## config.mk

```make
export PLATFORM = sky130hd
export DESIGN_NAME = serial_adder
export DESIGN_NICKNAME = d
export VERILOG_FILES = /design/src/rtl/serial_adder_pkg.sv /design/src/rtl/full_adder_struct.sv /design/src/rtl/serial_adder.sv
export SDC_FILE = /design/constraint.sdc
export NUM_CORES = 1
export LEC_CHECK = 0
export CAP_MARGIN = 40
export CORE_UTILIZATION = 41
export DETAILED_ROUTE_END_ITERATION = 8
export GPL_ROUTABILITY_DRIVEN = 0
export PLACE_DENSITY = 0.71
export SLEW_MARGIN = 20
export SYNTH_ARGS = -nofsm -noshare
export SYNTH_HDL_FRONTEND = slang
export SYNTH_SLANG_ARGS = --single-unit
```

## constraint.sdc

```tcl
create_clock -name clk -period 3.8 [get_ports clk]
set_input_delay 1.14 -clock clk [delete_from_list [all_inputs] [get_ports clk]]
set_output_delay 1.14 -clock clk [all_outputs]
set_load 0.02 [all_outputs]
```

## src/rtl/serial_adder_pkg.sv

```systemverilog
// Shared definitions for the bit-serial adder: FSM state encoding and default operand width.
package serial_adder_pkg;

  localparam int DEFAULT_WIDTH = 8;

  typedef enum logic {
    ST_IDLE = 1'b0,
    ST_RUN  = 1'b1
  } state_e;

endpackage

```

## src/rtl/full_adder_struct.sv

```systemverilog
// Structural full adder: two half adders whose carries are merged by an OR gate.
module full_adder_struct (
  input  logic a,
  input  logic b,
  input  logic ci,
  output logic s,
  output logic co
);

  logic hs1;
  logic hc1;
  logic hc2;

  // first half adder: a + b
  xor u_x1 (hs1, a, b);
  and u_a1 (hc1, a, b);
  // second half adder: partial sum + carry-in
  xor u_x2 (s, hs1, ci);
  and u_a2 (hc2, hs1, ci);
  or  u_o1 (co, hc1, hc2);

endmodule

```

## src/rtl/serial_adder.sv

```systemverilog
// Bit-serial WIDTH-bit adder with start/busy/done handshake, one bit per clock, LSB first.
// Define SERIAL_ADDER_SUB_EN to add a Sub input that turns the block into A-B (two's complement).
module serial_adder
  import serial_adder_pkg::*;
#(
  parameter int WIDTH = DEFAULT_WIDTH
) (
  input  logic             clk,
  input  logic             rst_n,
  input  logic             start,
  input  logic [WIDTH-1:0] A,
  input  logic [WIDTH-1:0] B,
  input  logic             Cin,
`ifdef SERIAL_ADDER_SUB_EN
  input  logic             Sub,
`endif
  output logic             busy,
  output logic             done,
  output logic [WIDTH-1:0] Sum,
  output logic             Cout
);

  localparam int CNT_W = $clog2(WIDTH);
  localparam logic [CNT_W-1:0] CNT_LAST = CNT_W'(WIDTH - 1);

  state_e           state_q, state_d;
  logic [WIDTH-1:0] a_sh_q, a_sh_d;
  logic [WIDTH-1:0] b_sh_q, b_sh_d;
  logic [WIDTH-1:0] res_q, res_d;
  logic [WIDTH-1:0] sum_q, sum_d;
  logic [CNT_W-1:0] cnt_q, cnt_d;
  logic             c_q, c_d;
  logic             cout_q, cout_d;
  logic             done_q, done_d;

  logic             fa_s;
  logic             fa_co;
  logic [WIDTH-1:0] b_load;
  logic             c_load;

  full_adder_struct u_fa (
    .a  (a_sh_q[0]),
    .b  (b_sh_q[0]),
    .ci (c_q),
    .s  (fa_s),
    .co (fa_co)
  );

  // Subtraction is A + ~B + 1, so only the operand/carry load changes.
`ifdef SERIAL_ADDER_SUB_EN
  assign b_load = Sub ? ~B : B;
  assign c_load = Sub ? 1'b1 : Cin;
`else
  assign b_load = B;
  assign c_load = Cin;
`endif

  always_comb begin
    state_d = state_q;
    a_sh_d  = a_sh_q;
    b_sh_d  = b_sh_q;
    res_d   = res_q;
    sum_d   = sum_q;
    cnt_d   = cnt_q;
    c_d     = c_q;
    cout_d  = cout_q;
    done_d  = 1'b0;
    case (state_q)
      ST_IDLE: begin
        if (start) begin
          a_sh_d  = A;
          b_sh_d  = b_load;
          c_d     = c_load;
          cnt_d   = '0;
          state_d = ST_RUN;
        end
      end
      ST_RUN: begin
        a_sh_d = a_sh_q >> 1;
        b_sh_d = b_sh_q >> 1;
        res_d  = {fa_s, res_q[WIDTH-1:1]};
        c_d    = fa_co;
        cnt_d  = cnt_q + CNT_W'(1);
        if (cnt_q == CNT_LAST) begin
          sum_d   = {fa_s, res_q[WIDTH-1:1]};
          cout_d  = fa_co;
          done_d  = 1'b1;
          cnt_d   = '0;
          state_d = ST_IDLE;
        end
      end
      default: state_d = ST_IDLE;
    endcase
  end

  always_ff @(posedge clk or negedge rst_n) begin
    if (!rst_n) begin
      state_q <= ST_IDLE;
      a_sh_q  <= '0;
      b_sh_q  <= '0;
      res_q   <= '0;
      sum_q   <= '0;
      cnt_q   <= '0;
      c_q     <= 1'b0;
      cout_q  <= 1'b0;
      done_q  <= 1'b0;
    end else begin
      state_q <= state_d;
      a_sh_q  <= a_sh_d;
      b_sh_q  <= b_sh_d;
      res_q   <= res_d;
      sum_q   <= sum_d;
      cnt_q   <= cnt_d;
      c_q     <= c_d;
      cout_q  <= cout_d;
      done_q  <= done_d;
    end
  end

  assign busy = (state_q == ST_RUN);
  assign done = done_q;
  assign Sum  = sum_q;
  assign Cout = cout_q;

endmodule

```

Word-level counts from Yosys, hierarchy flattened
Cells that the tools add are included.
{"block": "word_totals", "input_bits": 20, "regBits": 39, "wordCells": 33, "memories": 0, "latchBits": 0, "out_inout_bits": 11, "mem_bits_rw": 0, "romBits": 0}
{"block": "op_classes", "n_addsub": 1, "n_eq_ne": 2, "reduce_logical": 1, "bitwise_logic": 6, "order_cmp": 0, "shifts": 0, "multipliers": 0, "div": 0, "n_mux": 14}
{"operator": "$pmux W8 S2", "n": 2}
{"operator": "$mux W8", "n": 2}
{"operator": "$mux W3", "n": 2}
{"operator": "$pmux W3 S2", "n": 1}
{"operator": "$mux W1", "n": 5}
{"operator": "$pmux W1 S2", "n": 2}
{"operator": "$add A3 B1 Y3 const B", "n": 1}
{"operator": "$eq A3 B3 Y1 const B", "n": 1}
{"operator": "$and A1 B1 Y1", "n": 2}
{"operator": "$ne A2 B2 Y1 const B", "n": 1}
{"operator": "$reduce_and A2 Y1", "n": 1}
{"operator": "$xor A1 B1 Y1", "n": 2}
{"operator": "$not A1 Y1", "n": 1}
{"operator": "$or A1 B1 Y1", "n": 1}

Depth between registers and ports, before layout
Gate-level depths: netlist of run 1.
{"block": "depth", "word_depth": 4, "ltp_mapped": 4, "ltp_nobuf": 4}

Cells and area by module
A second synthesis of run 1 with hierarchy kept.
{"block": "hier_totals", "hier_cells": 123, "hier_area_um2": 1662.8}
{"module": "serial_adder", "seq_area_each_um2": 950.9, "area_per_inst_um2": 1642.8, "cells_per_inst": 122, "instances": 1}
{"module": "full_adder_struct", "seq_area_each_um2": 0.0, "area_per_inst_um2": 20.0, "cells_per_inst": 1, "instances": 1}

Worst setup path after synthesis of run 1
Ideal clock, no wire load.
{"block": "synth_timing", "path_type": "in2reg", "from": "input start", "to": "register b_sh_q[3]", "required_ns": 3.673, "setup_time_ns": 0.127, "t_arrival_ns": 1.549, "path_slack_ns": 2.123, "path_stages": 3, "n_path_buf": 1, "cell_sequence": "buf_4 -> mux2i_1 -> o21ai_0"}
{"block": "synth_via", "elab_chain_cells": 1}
{"item": "start, declared", "line_no": "serial_adder.sv:10", "text": "input logic start,"}
{"item": "$ne A2 B2 Y1 (no source line)"}
{"item": "end signal, assigned", "line_no": "serial_adder.sv:110", "text": "b_sh_q <= b_sh_d;"}
{"item": "end, declared", "line_no": "serial_adder.sv:28", "text": "logic [WIDTH-1:0] b_sh_q, b_sh_d;"}
Every way passes these cells.
A chain may end at the register's enable or synchronous reset.

Final worst setup path of run 1
{"block": "layout_timing", "from": "register sum_q[7], in the netlist Sum[7]", "to": "output Sum[7]"}
{"item": "start, declared", "line_no": "serial_adder.sv:30", "text": "logic [WIDTH-1:0] sum_q, sum_d;"}
{"item": "start signal, assigned", "line_no": "serial_adder.sv:112", "text": "sum_q <= sum_d;"}
{"item": "end, declared", "line_no": "serial_adder.sv:19", "text": "output logic [WIDTH-1:0] Sum,"}
No word-level cell between the ends.

==> results.md, run 1 <==
- The run finished with clean final reports.
- The area of the die is 4295 µm².
- The setup path with the least slack is of type register to output port.
- Along the worst path, the maximum fanout reaches 2.
- The wire-length estimate of the detail-placed layout is 1.816 mm.
- Entering global routing, the biggest net connects 47 pins.
- The repair_antennas step left the layout with diodes totalling 0.
- The first routing iteration left 61 violations.
- The CTS tree is done.
- Max-cap violations in this run came to 0.
- Summing all non-filler instances in the final layout gives an area of 2107 µm².
- The first-pass GRT wire length is 4.650 mm.
- The sequential area share after synthesis is 57.45%.
- The number of remaining DRC errors is 0.
- Clock latency on the worst-skew pair, taken at its later pin, is 0.28 ns.
- The routed design could run at a clock period as short as 2.407 ns.
- The total of buffers placed on input and output ports is 30.
- Once placement completed, the tool counted placed cells totaling 196.
- For this run, the post-layout net count is 179.
- The number of global-route vias before repair came to 1005.
- 31 I/O pins were placed.
- The root buffer cell is sky130_fd_sc_hd__clkbuf_8.
- The min-delay analysis places its worst path in the category register to register.
- In this run the static leakage power is 0.9977 nW.
- The switching fraction of total power is 30.95%.
- Buffers inserted to repair hold after CTS numbered 0.
- The layout overhead on the synthesized area is 27.29%.
- The number of different library cells used by synthesis comes to 18.
- The cell count after synthesis came out at 123.
- In the final routed layout, each cell accounts on average for 12.89 µm.
- The cell type with the largest total area after synthesis is sky130_fd_sc_hd__dfrtp_1.
- The proportion of synthesized flip-flops having asynchronous set or reset is 100.0%.
- Once detail routing completed, the nets flagged for antenna violations numbered 0.
- The count of final max-slew check failures is 0.
- The initial utilization of the core area, before any placement, comes to 43.90%.
- The net switching power is 0.5034 mW.
- The endpoint kind of the worst setup timing path is an output port.
- The synthesized design contains 0 enable-type register cells.
- The die boundary height is 65.54 µm.
- The maximum count of clock buffers along a single path is 2.
- Dividing the synthesized area by the synthesized cell count gives 13.46 µm².
- The worst-case IR drop observed on VDD is 0.0003063 V.
- The share of synthesized area in the top cell type comes to 57.45%.
- After floorplanning, the core was divided into 22 placement rows.
- The TritonCTS buffer count is 5.
- The total number of yosys warnings is 0.
- The worst relative slew slack is 69.50%.
- The clock transition time at the flip-flop clock pins of the worst setup and hold paths is 0.07 ns.
- Across all layers, the routed design uses 1001 vias.
- Based on the critical path, the design can be clocked at up to 415.5 MHz.
- The power per unit of standard cell area is 771.9 nW/µm².
- The maximum single-stage delay on the critical path is 0.61 ns.
- In the routed layout, each cell is associated on average with a via count of 4.883.
- CTS built an H-tree with a depth of 2.
- The signal on the critical path passes through clkdlybuf4s50_1.
- The worst register-to-register path begins at cnt_q[0].
- Across every metal layer, demand over resource in global routing totals 14.41%.
- The sequential group share of total power is 42.9%.
- The share of total power in the clock network is 20.2%.
- The cell area after technology mapping is 1655 µm².
- The number of buffers and inverters on the critical path is 1.
- Overall power consumption after layout is estimated at 1.626 mW.
- The horizontal die dimension is 65.54 µm.
- At the worst endpoint, the required time is 2.66 ns.
- The arrival time at the worst endpoint is 1.27 ns.
- The aggregate negative setup slack is 0 ns.
- The largest individual stage delay along the critical path comes from the cell sky130_fd_sc_hd__clkdlybuf4s50_1.
- By instance count, the leading cell after synthesis is sky130_fd_sc_hd__dfrtp_1.
- Excluding fillers, the count of instances in the completed layout stands at 205.
- Counting every net in the synthesized netlist gives 146.
- The combinational group share of total power is 36.9%.
- By count the netlist is led by sky130_fd_sc_hd__dfrtp_1, sky130_fd_sc_hd__mux2i_1, sky130_fd_sc_hd__o21ai_0, sky130_fd_sc_hd__nand2_1, sky130_fd_sc_hd__mux2_4.
- By area the synthesized netlist is led by sky130_fd_sc_hd__dfrtp_1, sky130_fd_sc_hd__mux2_4, sky130_fd_sc_hd__mux2i_1.
- The count of endpoints failing hold in the final timing report is 0.
- The cell type group with the largest total delay on the critical path is buffers and inverters.
- Setup violations remaining at the end of the flow were counted as 0.
- The worst setup slack before clock tree synthesis is 1.431 ns.
- Setup repair after global routing left no endpoint under its margin.
- The synthesized flop and latch total is 38.
- The fraction of final layout cells with drive strength greater than 1 is 17.20%.
- The startpoint kind of the worst setup timing path is a register.
- Before antenna repair, the detailed router went through 4 iterations.
- The final critical-path setup slack is 1.393 ns.
- Tracing the worst setup path back leads to its startpoint at Sum[7].
- The number of gates resized after CTS was 0.
- At the pin with the least slew margin, the transition time is 0.4575 ns.
- The number of antenna violations at the first check in global routing is 0.
- The number of setup buffers added after CTS is 0.
- The most used flip-flop cell after synthesis is sky130_fd_sc_hd__dfrtp_1.
- For this run the aggregate overflow at the end of global routing stands at 0.
- For the final database, setup skew stands at 0.005640 ns.
- Dividing the final minimum period by the clock period gives 63.33%.
- The sink count of the clock tree is 38.
- The area of the core is 3771 µm².
- The internal power contribution is 1.123 mW.
- The final wirelength is 2.642 mm.
- The hold path startpoint is b_sh_q[2].
- Once placement finished, the instance area stood at 1973 µm².
power groups by stage:
stage               combinational, mW  sequential (mW)  clock (mW)
floorplan                       0.375            0.742           0
global placement                0.584            0.694           0
detailed placement              0.605            0.708           0
CTS                             0.605            0.702       0.336
global route                    0.663            0.725       0.355
finish                          0.600            0.698       0.328
metal layers:
metal / share of wire (%) / routed length (µm) / track usage, % / vias up
met4: 1.2 / 31 / 4.891 / 0
li1: - / - / - / 485
met5: 0 / 0 / 0 / -
met2: 46 / 1226 / 23.58 / 31
met3: 4.5 / 120 / 3.819 / 5
met1: 48 / 1263 / 18.34 / 480
worst min-delay path: stages, from the launching register on:
cell and delay [ns]:
sky130_fd_sc_hd__dfrtp_1 0.35, sky130_fd_sc_hd__nand2_1 0.05, sky130_fd_sc_hd__o21ai_0 0.06
final timing paths:
check | end | slack, ns | depth (start not counted)
worst max-delay path | Sum[7] | 1.39 | 1
worst min-delay path | b_sh_q[1] | 0.49 | 2
worst max register to register | Sum[6] | 2.36 | 4
worst min register to register | b_sh_q[1] | 0.49 | 2
max in group asynchronous | a_sh_q[3] | 2.55 | 2
min in group asynchronous | Sum[3] | 0.80 | 1
kinds of logic (layout without fill, tap and decap cells):
family	after synthesis	in the layout	share of synthesized area, %
AO/OA/AOI/OAI	19	19	6.274
adder cells (fa/ha/maj)	3	3	2.721
buffers and inverters	9	43	3.628
flip-flops	38	38	57.45
multiplexers	33	33	23.88
AND/OR/NAND/NOR	21	21	6.047
state kept, by name, summed over array words and instances, names as in the netlist, 3 cells and up:
name,count
Sum,8
a_sh_q,8
b_sh_q,8
res_q,7
cnt_q,3
layout make-up:
class	instances	area [µm²]
timing repair buffer	33	337.8
clock buffer	7	76.32
inverter	2	7.507
fill	308	1664
tap	48	60.06
multi-input combinational	76	644.4
sequential	38	950.9
clock inverter	1	30.03
cell usage in the layout (no fill, tap or decap):
cell                               n
sky130_fd_sc_hd__dfrtp_1          38
sky130_fd_sc_hd__nand2b_1          2
sky130_fd_sc_hd__mux2i_1          17
sky130_fd_sc_hd__bufinv_16         1
sky130_fd_sc_hd__nor2_1            3
sky130_fd_sc_hd__mux2_4           12
sky130_fd_sc_hd__nand2_8           1
sky130_fd_sc_hd__ha_1              2
sky130_fd_sc_hd__clkbuf_1          2
sky130_fd_sc_hd__inv_1             2
sky130_fd_sc_hd__buf_16            1
sky130_fd_sc_hd__o21ai_0          16
sky130_fd_sc_hd__mux2_2            4
sky130_fd_sc_hd__o22ai_1           1
sky130_fd_sc_hd__clkbuf_8          5
sky130_fd_sc_hd__buf_2             1
sky130_fd_sc_hd__fa_1              1
sky130_fd_sc_hd__nand2_1          15
sky130_fd_sc_hd__clkdlybuf4s50_1  29
sky130_fd_sc_hd__buf_4             2
sky130_fd_sc_hd__a22o_1            2
through the flow:
| step | utilization [%] | hold WS (ns) |
|---|---|---|
| global route | 55.87 | 0.5217 |
| global placement | 52.32 | 0.4622 |
| CTS | 55.14 | 0.4887 |
| finish | 55.87 | 0.4851 |
| detailed placement | 52.32 | 0.4725 |
| floorplan | - | 0.4492 |
(Power assumes the default switching activity.)
==> run 2, diff against run 1 <==
Settings changed: PLACE_DENSITY 0.71 to 0.74.
Clock period 3.8 ns to 1.95 ns, I/O delays scaled along.
==> run 2 against run 1 <==
Effect of this change: clock-buffer cell count fell by 1; cell area barely moved; via count barely moved; combinational power rose by 93%; critical endpoint is now Sum[6]; largest power group unchanged.
==> results.md, run 2 (synthesis gave the netlist of run 1 again) <==
- The flow ran to the end, and the final reports show no timing, DRC or antenna violations.
- The clock transition time at the flip-flop clock pins of the worst setup and hold paths is 0.07 ns.
- The final clock period utilization by the worst path is 94.07%.
- The worst relative slew slack is 68.36%.
- STA puts the critical path data arrival time at 1.25 ns.
- The final worst clock skew is 0.007886 ns.
- The startpoint identified for the worst register-to-register timing path is cnt_q[0].
- The number of placement rows is 22.
- The endpoint kind of the worst setup timing path is an output port.
- The worst register-to-register path has a depth of 4.
- The area of the multi-input gates is 644.4 µm².
- The clock insertion delay at the later pin of the skew report is 0.29 ns.
- Counting both buffers and inverters, the worst setup path holds a total of 1.
- After clock tree synthesis, the repair step resized 0 gates.
- The standard cell with the maximum stage delay on the critical path is sky130_fd_sc_hd__clkdlybuf4s50_1.
- Setup repair after global routing left no endpoint under its margin.
- The final critical-path setup slack is 0.1157 ns.
- Before CTS, the worst setup slack after placement is 0.1963 ns.
- The root buffer cell is sky130_fd_sc_hd__clkbuf_8.
- The total setup buffers inserted after CTS is 0.
- The worst endpoint required time is 1.36 ns.
- The first global-routing pass estimated 4.409 mm of wire.
- The area of the die is 4295 µm².
- The count of endpoints failing hold in the final timing report is 0.
- The number of buffers inserted by hold repair at cts is 0.
- Along the worst path, the maximum fanout reaches 2.
- The number of ports placed on the die boundary is 31.
- The number of antenna-violating nets in the routed design is 0.
- The detailed router finished its first iteration with 46 violations.
- For this run, the top clock speed supported by timing is 545.2 MHz.
- The first-pass iteration count of the detailed router is 4.
- After global routing the overflow that remains totals 0.
- The number of global-route vias before repair is 946.
- In this run the critical register-to-register path is captured at Sum[2].
- The fraction of final layout cells with drive strength greater than 1 is 17.95%.
- CTS saw 38 sinks.
- Across every metal layer, demand over resource in global routing totals 14.02%.
- The class of the worst hold path is input port to async pin.
- Across the run, the number of max-cap violations was 0.
- The layout overhead on the synthesized area is 27.21%.
- The count of final max-slew check failures was 0.
- In the final routed layout, each cell accounts on average for 12.84 µm.
- The number of diodes added for antenna fixing is 0.
- The routed layout has 1002 vias.
- The slack of the worst reg-to-reg path is 0.51 ns.
- After legalization and detailed placement, the total HPWL measured 1.833 mm.
- The area of the core is 3771 µm².
- The largest single stage delay on the critical path is 0.60 ns.
- From left edge to right edge, the die measures 65.54 µm.
- By startpoint and endpoint, the worst setup path is classified as register to output port.
- Entering global routing, the biggest net connects 47 pins.
- Dividing the detail-routed via count by the number of cells gives 4.912.
- TritonCTS built the clock tree.
- The library cells used most frequently in the layout, excluding fill and tap cells, are sky130_fd_sc_hd__dfrtp_1, sky130_fd_sc_hd__clkdlybuf4s50_1, sky130_fd_sc_hd__mux2i_1, sky130_fd_sc_hd__o21ai_0, sky130_fd_sc_hd__nand2_1.
- The total of buffers placed on input and output ports is 30.
- The number of antenna violations at the first check in global routing is 0.
- The maximum count of clock buffers along a single path is 2.
- The number of fill cells is 304.
- The maximum level of the CTS H-tree is 2.
- The number of nets in the layout is 179.
- Once the floorplan was initialized, standard cells occupied 43.90% of the core.
- In this run the number of cells on the critical path is 1.
- The worst-case IR drop observed on VDD is 0.0006436 V.
- The number of remaining DRC errors is 0.
- Traced cell by cell, the critical path runs through clkdlybuf4s50_1.
- The final wirelength is 2.619 mm.
- The kind of cell with the highest combined delay along the critical path is buffers and inverters.
- The actual transition at the worst max-transition pin is 0.4746 ns.
- The power per unit of standard cell area is 1513 nW/µm².
- The number of clock buffers added by TritonCTS is 5.
- The most common cell after layout, fill and taps aside is sky130_fd_sc_hd__dfrtp_1.
- The final period demand of the worst path is 1.834 ns.
- The die boundary height is 65.54 µm.
- Summing all flip-flop and latch instances after layout gives 950.9 µm².
- Setup violations remaining at the end of the flow were counted as 0.
- The aggregate negative setup slack is 0 ns.
- The startpoint kind of the worst setup timing path is a register.
- The leakage dissipation is 0.9992 nW.
[run 2: worst max path at each step]
stage | start | end
after floorplan | cnt_q[0] | Cout
after global placement | start | a_sh_q[5]
after detailed placement | start | a_sh_q[0]
after CTS | Sum[7] | Sum[7]
after global routing | Sum[6] | Sum[6]
final | Sum[6] | Sum[6]
[run 2: power breakdown]
part	switching [mW]	internal [mW]
registers	0.213	1.14
clock network	0.258	0.409
logic	0.502	0.661
total	0.974	2.21
[run 2: final cells by class]
type | instances | share of cell area (%)
tap | 48 | 2.852
multi-input combinational | 76 | 30.60
clock buffer | 6 | 3.922
inverter | 2 | 0.3565
timing repair buffer | 33 | 15.69
sequential | 38 | 45.16
clock inverter | 1 | 1.426
[run 2: per-stage QoR]
stage / area, µm² / utilization [%] / hold WS [ns] / total power [mW] / instances
final: 2106 / 55.84 / 0.3387 / 3.187 / 204
after global routing: 2106 / 55.84 / 0.3825 / 3.389 / 204
after detailed placement: 1993 / 52.85 / 0.4744 / 2.558 / 197
after global placement: 1993 / 52.85 / 0.4657 / 2.492 / 197
after floorplan: 1655 / - / 0.2894 / 2.176 / 123
after CTS: 2106 / 55.84 / 0.3538 / 3.226 / 204
[run 2: routing by layer]
layer | vias to the layer above | wire (µm) | global-route usage (%)
met5 | - | 0 | 0
met4 | 0 | 23 | 6.522
met3 | 3 | 155 | 4.167
met2 | 31 | 1281 | 22.16
met1 | 480 | 1159 | 17.53
li1 | 488 | - | -
==> run 3, diff against run 2 <==
Settings changed: ABC_AREA set to 1, CAP_MARGIN 40 to not set.
==> run 3 against run 2 <==
Effect of this change: combinational power about the same; global-route usage increased by 1.5 points; clock skew decreased by 0.0036 ns; largest cell class unchanged; largest power group unchanged.
==> results.md, run 3 <==
- The most common cell in the synthesized netlist is sky130_fd_sc_hd__nand2_1.
- The synthesized design contains 0 enable-type register cells.
- The die is 65.16 µm wide.
- In the routed layout, each cell is associated on average with a via count of 4.876.
- For this run, the post-layout net count is 226.
- Cells fill 54.01% of the core in the end.
- In the final routed layout, each cell accounts on average for 11.08 µm.
- For this run, global-route usage on met2 was measured as 25.26%.
- The count of endpoints failing hold in the final timing report is 0.
- Global routing consumed, over all layers together, 15.51% of the routing resources.
- Among cell families on the critical path, the largest total delay comes from buffers and inverters.
- In this run the worst path has a maximum fanout of 2.
- The endpoint kind of the worst setup timing path is an output port.
- The arrival time at the worst endpoint is 1.25 ns.
- Together, buffers and inverters on the worst path number 1.
- For this configuration, the core starts out at a cell density of 43.68%.
- The count of endpoints failing setup in the final report is 0.
- Hold timing on the final database bottoms out at a slack of 0.2540 ns.
- Summed over all cells, the static leakage comes to 0.9745 nW.
- The number of global-route vias before repair came to 1141.
- The largest single stage delay on the critical path is 0.60 ns.
- The first-pass iteration count of the detailed router is 4.
- The final wirelength is 2.780 mm.
- After global routing, the most crowded layer is met2.
- Leaving out fill and tap cells, the most frequent cells in the layout are sky130_fd_sc_hd__nand2_1, sky130_fd_sc_hd__dfrtp_1, sky130_fd_sc_hd__nand3_1, sky130_fd_sc_hd__clkdlybuf4s50_1, sky130_fd_sc_hd__inv_1.
- Among all flip-flop cells after synthesis, the most frequent one is sky130_fd_sc_hd__dfrtp_1.
- The worst relative slew slack is 70.40%.
- The TritonCTS buffer count is 5.
- On the critical path, the stage with the largest delay is an instance of sky130_fd_sc_hd__clkdlybuf4s50_1.
- Ranked by instance count, the synthesized netlist is headed by sky130_fd_sc_hd__nand2_1, sky130_fd_sc_hd__dfrtp_1, sky130_fd_sc_hd__nand3_1, sky130_fd_sc_hd__inv_1.
- For this run, the register share of the synthesized area comes to 58.15%.
- The CTS tree is done.
- The number of antenna violations at the first check in global routing came to 0.
- The clock insertion delay at the later pin of the skew report is 0.28 ns.
- The total of buffers placed on input and output ports is 30.
- The number of placement rows is 22.
- The die boundary height is 65.16 µm.
- The instance area after placement is 1946 µm².
- Based on the critical path, the design can be clocked at up to 545.8 MHz.
- The first-pass GRT wire length is 4.933 mm.
- The area of the die is 4245 µm².
- The signal on the critical path passes through clkdlybuf4s50_1.
- The tightest min-delay check is of the input port to async pin type.
- Entering global routing, the biggest net connects 39 pins.
- In the global route stage, met3 resource usage came out at 5.903%.
- The worst path uses 93.96% of the clock period.
- The maximum count of clock buffers along a single path is 2.
- Cells with a size suffix above 1 make up 9.360% of the layout.
- The worst supply voltage drop on vdd is 0.0005660 V.
- After filler insertion, the fill cell instance count of the layout stands at 349.
- The synthesized netlist net count is 196.
- The most common cell after layout, fill and taps aside is sky130_fd_sc_hd__nand2_1.
- The startpoint kind of the worst setup timing path is a register.
- The synthesized instance count is 173.
- The count of nets left with antenna violations once routing finished came out at 0.
- The count of placed standard cells including taps is 244.
- STA puts the critical path data required time at 1.36 ns.
- Across the run, the number of max-cap violations was 0.
- The HPWL after detailed placement is 1.851 mm.
- The number of ports placed on the die boundary is 31.
- The clock transition time at the flip-flop clock pins of the worst setup and hold paths is 0.07 ns.
- The count of placed standard cells in the final layout, fillers left out is 251.
- The cell type with the largest total area after synthesis is sky130_fd_sc_hd__dfrtp_1.
- The number of instances resized during post-cts repair is 0.
- The H-tree was split into 2 levels.
- The synthesized flop and latch total is 38.
- After layout, the minimum clock period comes to 1.832 ns.
- The setup path with the least slack is of type register to output port.
- Summing over every cut layer, the via total after detailed routing is 1224.
- The met1 usage in global routing is 18.66%.
- Before CTS, the worst setup slack after placement is 0.2559 ns.
- The total number of yosys warnings is 0.
- The violation count after the first detailed-route iteration is 54.
- For this run, asynchronously set or reset flops after synthesis account for 100.0%.
- The number of diodes added for antenna fixing is 0.
- At the pin with the least slew margin, the transition time is 0.4430 ns.
- Ranked by total cell area, the synthesized netlist is headed by sky130_fd_sc_hd__dfrtp_1, sky130_fd_sc_hd__nand2_1, sky130_fd_sc_hd__nand3_1.
- The number of buffers inserted by hold repair at cts is 0.
- The distinct cell type count after synthesis is 15.
- Power comes to 2.902 mW.
- The final critical-path setup slack is 0.1178 ns.
- The sink count of the clock tree is 38.
- The power per unit of standard cell area is 1435 nW/µm².
- The number of remaining DRC errors is 0.
- The per-instance average area after synthesis is 9.453 µm².
- Setup repair after global routing left no endpoint under its margin.
- The final worst clock skew is 0.004311 ns.
- The aggregate negative setup slack is 0 ns.
- The total setup buffers inserted after CTS is 0.
- The share of the synthesized area in the top cell type is 58.15%.
- The post-route standard cell area excluding fillers is 2022 µm².
- The area of the core is 3744 µm².
- The count of final max-slew check failures is 0.
- The flow ran to the end, and the final reports show no timing, DRC or antenna violations.
- The remaining global-route overflow is 0.
- The root buffer cell is sky130_fd_sc_hd__clkbuf_8.
- The cell area after technology mapping is 1635 µm².
- The layout overhead on the synthesized area is 23.64%.
-- run 3: cell count changes after synthesis, sizes merged --
cell / previous run / this run
a22o: 2 / 0
buf: 6 / 10
clkbuf: 1 / 0
inv: 2 / 9
mux2: 16 / 0
mux2i: 17 / 0
nand2: 16 / 64
nand2b: 2 / 0
nand3: 0 / 32
o21ai: 16 / 14
o22ai: 1 / 0
-- run 3: final timing paths --
path	start	endpoint	slack, ns	cells past startpoint
min in group clk	cnt_q[1]	cnt_q[1]	0.48	2
worst max-delay path	Sum[6]	Sum[6]	0.12	1
worst min register to register	cnt_q[1]	cnt_q[1]	0.48	2
worst max register to register	cnt_q[0]	Sum[7]	0.56	6
worst min-delay path	rst_n	Cout	0.25	2
max in group asynchronous	rst_n	b_sh_q[5]	1.51	2
-- run 3: metal layers --
metal,wire length [µm],vias up
met4,50,0
met2,1252,37
met5,0,-
met3,164,6
met1,1312,570
li1,-,611
-- run 3: kinds of logic (layout without fill, tap and decap cells) --
| logic type | Yosys count | in the layout | share of synthesized area, % |
|---|---|---|---|
| AO/OA/AOI/OAI | 14 | 14 | 5.891 |
| adder cells (fa/ha/maj) | 3 | 3 | 2.754 |
| buffers and inverters | 19 | 49 | 7.115 |
| flip-flops | 38 | 38 | 58.15 |
| AND/OR/NAND/NOR | 99 | 99 | 26.09 |
-- run 3: area by class of cell --
| type | count | area, µm² | area share [%] |
|---|---|---|---|
| well taps | 48 | 60.06 | 2.970 |
| multi-input cells | 116 | 568.0 | 28.09 |
| flip-flops and latches | 38 | 950.9 | 47.03 |
| clock buffers | 7 | 76.32 | 3.775 |
| inverters | 9 | 36.28 | 1.795 |
| repair buffers | 33 | 330.3 | 16.34 |
-- run 3: where the power goes --
group          switching, mW  internal [mW]  total, mW
clock                  0.241          0.246      0.486
combinational          0.674          0.472       1.15
sequential             0.165           1.10       1.27
total                   1.08           1.82       2.90
==> RTL edit 1 (settings of run 3) <==
`DEFAULT_WIDTH`: 8 -> 16.
--- a/src/rtl/serial_adder_pkg.sv
+++ b/src/rtl/serial_adder_pkg.sv
@@ -1,7 +1,7 @@
 // Shared definitions for the bit-serial adder: FSM state encoding and default operand width.
 package serial_adder_pkg;
 
-  localparam int DEFAULT_WIDTH = 8;
+  localparam int DEFAULT_WIDTH = 16;
 
   typedef enum logic {
     ST_IDLE = 1'b0,
Interface: changed (resized A, B and Sum); port bits go from 31 to 55. The function was not compared with the original's and may differ.
==> RTL edit 1 against run 3 <==
Sequential share of layout area down 0.74 points. Design area grew 90%. Wire length increased by 96%. Worst setup slack got worse by 0.074 ns. Power increased by 95%. Sequential cell count rose by 33. Non-clock buffer count increased by 29. Area after synthesis grew 83%. Critical path type unchanged. Largest power group unchanged.
==> RTL edit 1: results (changes against run 3) <==
[global_routing] maximum number of pins on one net before global-route repair 72 [+85%]
[power] cell leakage power 1.81 nW [+85%]
[cells_and_area] footprint of the multi-input gates 0.00102 mm2 [+79%]
[synth] top cells by area in the synthesized netlist dfrtp_1 59%, nand2_1 17%, nand3_1 5.0%, o21ai_2 4.7%, o21ai_0 2.8%
[placement] Detailed Place HPWL 3.67 mm [+98%]
[placement] worst setup slack after placement 0.216 ns [-0.0397 ns]
[floorplan] die width 87.4 um [+34%]
[synth] complex-gate fraction of the synthesized area 0.0892 [+0.0302]
[cells_and_area] number of ordinary and repair buffers in the finished layout 62 [+88%]
[power] maximum resistive drop on vdd 616 uV [+8.9%]
[clocking] H-tree levels 3 [+1]
[cells_and_area] number of nets in the finished design 418 [+85%]
[cells_and_area] fill cell count 642 [+84%]
[cells_and_area] data-path buffer share of cell area in the final layout 0.163 [-0.000500]
[clocking] number of sinks on the clock net 71 [+87%]
[clocking] source-to-sink clock delay at the later pin of the worst-skew pair 0.35 ns [+0.07 ns]
[route] number of vias per cell after detailed routing 4.72 [-3.1%]
[cells_and_area] clock network area share 0.0547 [+0.0170]
[synth] syn nets 361 [+84%]
[cells_and_area] Logic inverters 23 [+14]
[cells_and_area] FF+latch area 0.00178 mm2 [+87%]
[synth] sequential area share after synthesis 0.594 [+0.0129]
[sta] slew at the pin closest to its max-slew limit 0.438 ns [-0.00525 ns]
[global_routing] number of global-route vias before repair 2,140 [+88%]
[outcome] outcome complete, no violations
[cells_and_area] fraction of layout cells with a size suffix above 1 0.130 [+0.0366]
[route] Detailed Route Iter0 Violations 146 [+170%]
[synth] count of distinct cell types in the synthesized netlist 24 [+9]
[placement] placed cell areas 0.00363 mm2 [+86%]
[synth] arithmetic-cell share of the synthesized area counting full adders, half adders and majority gates 0.0109 [-0.0167]
[global_routing] wire length of the first global-routing pass 9.56 mm [+94%]
[synth] leading post-synthesis cells by instance count 132 x nand2_1, 71 x dfrtp_1, 30 x nand3_1
[RTL edit 1: through the flow]
step | cells | utilization | power (mW)
5_1_grt | 480 | 0.556 | 6.11
3_5_place_dp | 465 | 0.525 | 4.47
3_3_place_gp | 465 | 0.525 | 4.39
2_1_floorplan | 323 | - | 3.75
6_report | 480 | 0.556 | 5.66
4_1_cts | 480 | 0.555 | 5.74
[RTL edit 1: cell families after synthesis]
family,Yosys count
buffers and inverters,39
DFF,71
AOI/OAI and AO/OA,39
adders and majority gates,2
and+or+nand+nor,172
[RTL edit 1: metal layers]
metal | vias to the layer above | part of all wire | global-route usage
li1 | 1131 | - | -
met1 | 1059 | 0.47 | 0.211
met2 | 69 | 0.46 | 0.266
met3 | 8 | 0.053 | 0.0559
met4 | 0 | 0.017 | 0.0715
met5 | - | 0 | 0
[RTL edit 1: path summary, 6_finish.rpt]
kind	endpoint	slack, ns	from	depth (start not counted)
worst max-delay path	Sum[14]	0.04	Sum[14]	1
worst min-delay path	Sum[12]	0.26	rst_n	2
worst max register to register	a_sh_q[13]	0.32	busy	6
worst min register to register	Sum[1]	0.48	Sum[1]	2
max in group asynchronous	busy	1.38	rst_n	2
min in group clk	Sum[1]	0.48	Sum[1]	2
[RTL edit 1: power by group through the flow]
| stage | clock network [mW] | registers [mW] | logic [mW] |
|---|---|---|---|
| 2_1_floorplan | 0 | 2.60 | 1.16 |
| 3_3_place_gp | 0 | 2.47 | 1.92 |
| 3_5_place_dp | 0 | 2.49 | 1.98 |
| 4_1_cts | 1.28 | 2.47 | 1.98 |
| 5_1_grt | 1.35 | 2.55 | 2.21 |
| 6_report | 1.24 | 2.47 | 1.95 |
==> RTL edit 2 (config.mk and constraints of run 3) <==
Made on the original files. Add an input register stage for `start` and `A`; this delays them by one clock. The other inputs are not delayed to match.
--- a/src/rtl/serial_adder.sv
+++ b/src/rtl/serial_adder.sv
@@ -22,6 +22,14 @@
 
   localparam int CNT_W = $clog2(WIDTH);
   localparam logic [CNT_W-1:0] CNT_LAST = CNT_W'(WIDTH - 1);
+
+  logic start_q;
+  logic [WIDTH-1:0] A_q;
+
+  always_ff @(posedge clk) begin
+    start_q <= start;
+    A_q     <= A;
+  end
 
   state_e           state_q, state_d;
   logic [WIDTH-1:0] a_sh_q, a_sh_d;
@@ -67,8 +75,8 @@
     done_d  = 1'b0;
     case (state_q)
       ST_IDLE: begin
-        if (start) begin
-          a_sh_d  = A;
+        if (start_q) begin
+          a_sh_d  = A_q;
           b_sh_d  = b_load;
           c_d     = c_load;
           cnt_d   = '0;
Formal check against the unedited RTL: not equivalent (Yosys sat finds a counterexample within 4 cycles, from zero or initial values and one cycle with rst_n low).
==> RTL edit 2 against run 3 <==
Design area grew 8.8%. Area after synthesis rose by 11%. Wire length increased by 5.3%. Clock power increased by 15%. Power grew 8.6%. Count of clock-buffer cells in the layout shrank 1. Die area grew 11%. Sequential cell count is 9 higher. Fmax decreased by 0.24%. Worst setup slack worse by 0.0044 ns.
==> RTL edit 2: results (changes against run 3) <==
[cells_and_area] data-path buffer share of cell area in the final layout 0.144 [-0.0190]
[placement] Detailed Place HPWL 1.87 mm [+1.0%]
[global_routing] number of global-route vias before repair 1,138 [-0.26%]
[cells_and_area] sequential fraction of total cell area 0.514 [+0.0436]
[clocking] number of sinks on the clock net 47 [+24%]
[outcome] outcome complete, no violations
[route] wire length per cell after detailed routing 11.1 um [+0.52%]
[cells_and_area] fill cell count 384 [+10%]
[synth] count of distinct cell types in the synthesized netlist 16 [+1]
[sta] slew at the pin closest to its max-slew limit 0.475 ns [+0.0323 ns]
[route] router iterations before antenna repair 4 [unchanged]
[critical_path] startpoint of the most critical setup path Sum[2]
[cells_and_area] clock network area share 0.0387 [+0.000911]
[critical_path] end of the critical path Sum[2]
[synth] leading post-synthesis cells by instance count 63 x nand2_1, 38 x dfrtp_1, 32 x nand3_1
[power] maximum resistive drop on vdd 653 uV [+15%]
[floorplan] area enclosed by the die boundary 0.00470 mm2 [+11%]
[synth] top cells by area in the synthesized netlist dfrtp_1 52%, nand2_1 13%, dfxtp_1 9.9%, nand3_1 8.8%, o21ai_2 3.4%
[cells_and_area] number of nets in the finished design 235 [+4.0%]
[synth] area share of the leading cell type in the synthesized netlist 0.524 [-0.0577]
[placement] placed cell areas 0.00212 mm2 [+8.7%]
[route] Detailed Route Iter0 Violations 76 [+41%]
[synth] sequential area share after synthesis 0.623 [+0.0415]
[power] cell leakage power 1.05 nW [+7.6%]
[cells_and_area] fraction of layout cells with a size suffix above 1 0.0986 [+0.00500]
[placement] worst setup slack after placement 0.433 ns [+0.177 ns]
RTL edit 2: cell count changes after synthesis:
cell / before / now
dfxtp_1: 0 / 9
RTL edit 2: kinds of logic (layout without fill, tap and decap cells):
group                      Yosys count  count (layout)  synth area share
adders and majority gates            3               3            0.0248
DFF                                 47              47             0.623
buffers and inverters               19              50            0.0641
AOI/OAI and AO/OA                   14              14            0.0531
and+or+nand+nor                     99              99             0.235
RTL edit 2: through the flow:
step | utilization | cells | power (mW)
floorplan | - | 182 | 2.31
global placement | 0.514 | 255 | 2.60
detailed placement | 0.514 | 255 | 2.63
CTS | 0.535 | 263 | 3.20
global route | 0.535 | 263 | 3.41
finish | 0.535 | 263 | 3.15
RTL edit 2: where the power goes:
group / switching (mW) / internal [mW]
logic: 0.672 / 0.465
clock network: 0.307 / 0.250
registers: 0.162 / 1.29
total: 1.14 / 2.01
RTL edit 2: worst min path at each step:
| stage | from | end | slack [ns] | cells past startpoint |
|---|---|---|---|---|
| 2_1_floorplan | rst_n | Cout | 0.29 | 0 |
| 3_3_place_gp | A_q[7] | a_sh_q[7] | 0.44 | 2 |
| 3_5_place_dp | A_q[7] | a_sh_q[7] | 0.44 | 2 |
| 4_1_cts | rst_n | Sum[3] | 0.34 | 2 |
| 5_1_grt | rst_n | Cout | 0.37 | 2 |
| 6_report | rst_n | cnt_q[2] | 0.33 | 2 |
RTL edit 2: layer usage:
metal	wire [um]	vias up	GRT usage	share of wire
met5	0	-	0	0
met1	1390	572	0.177	0.47
met2	1350	42	0.230	0.46
li1	-	638	-	-
met4	50	0	0.0807	0.017
met3	137	6	0.0477	0.047
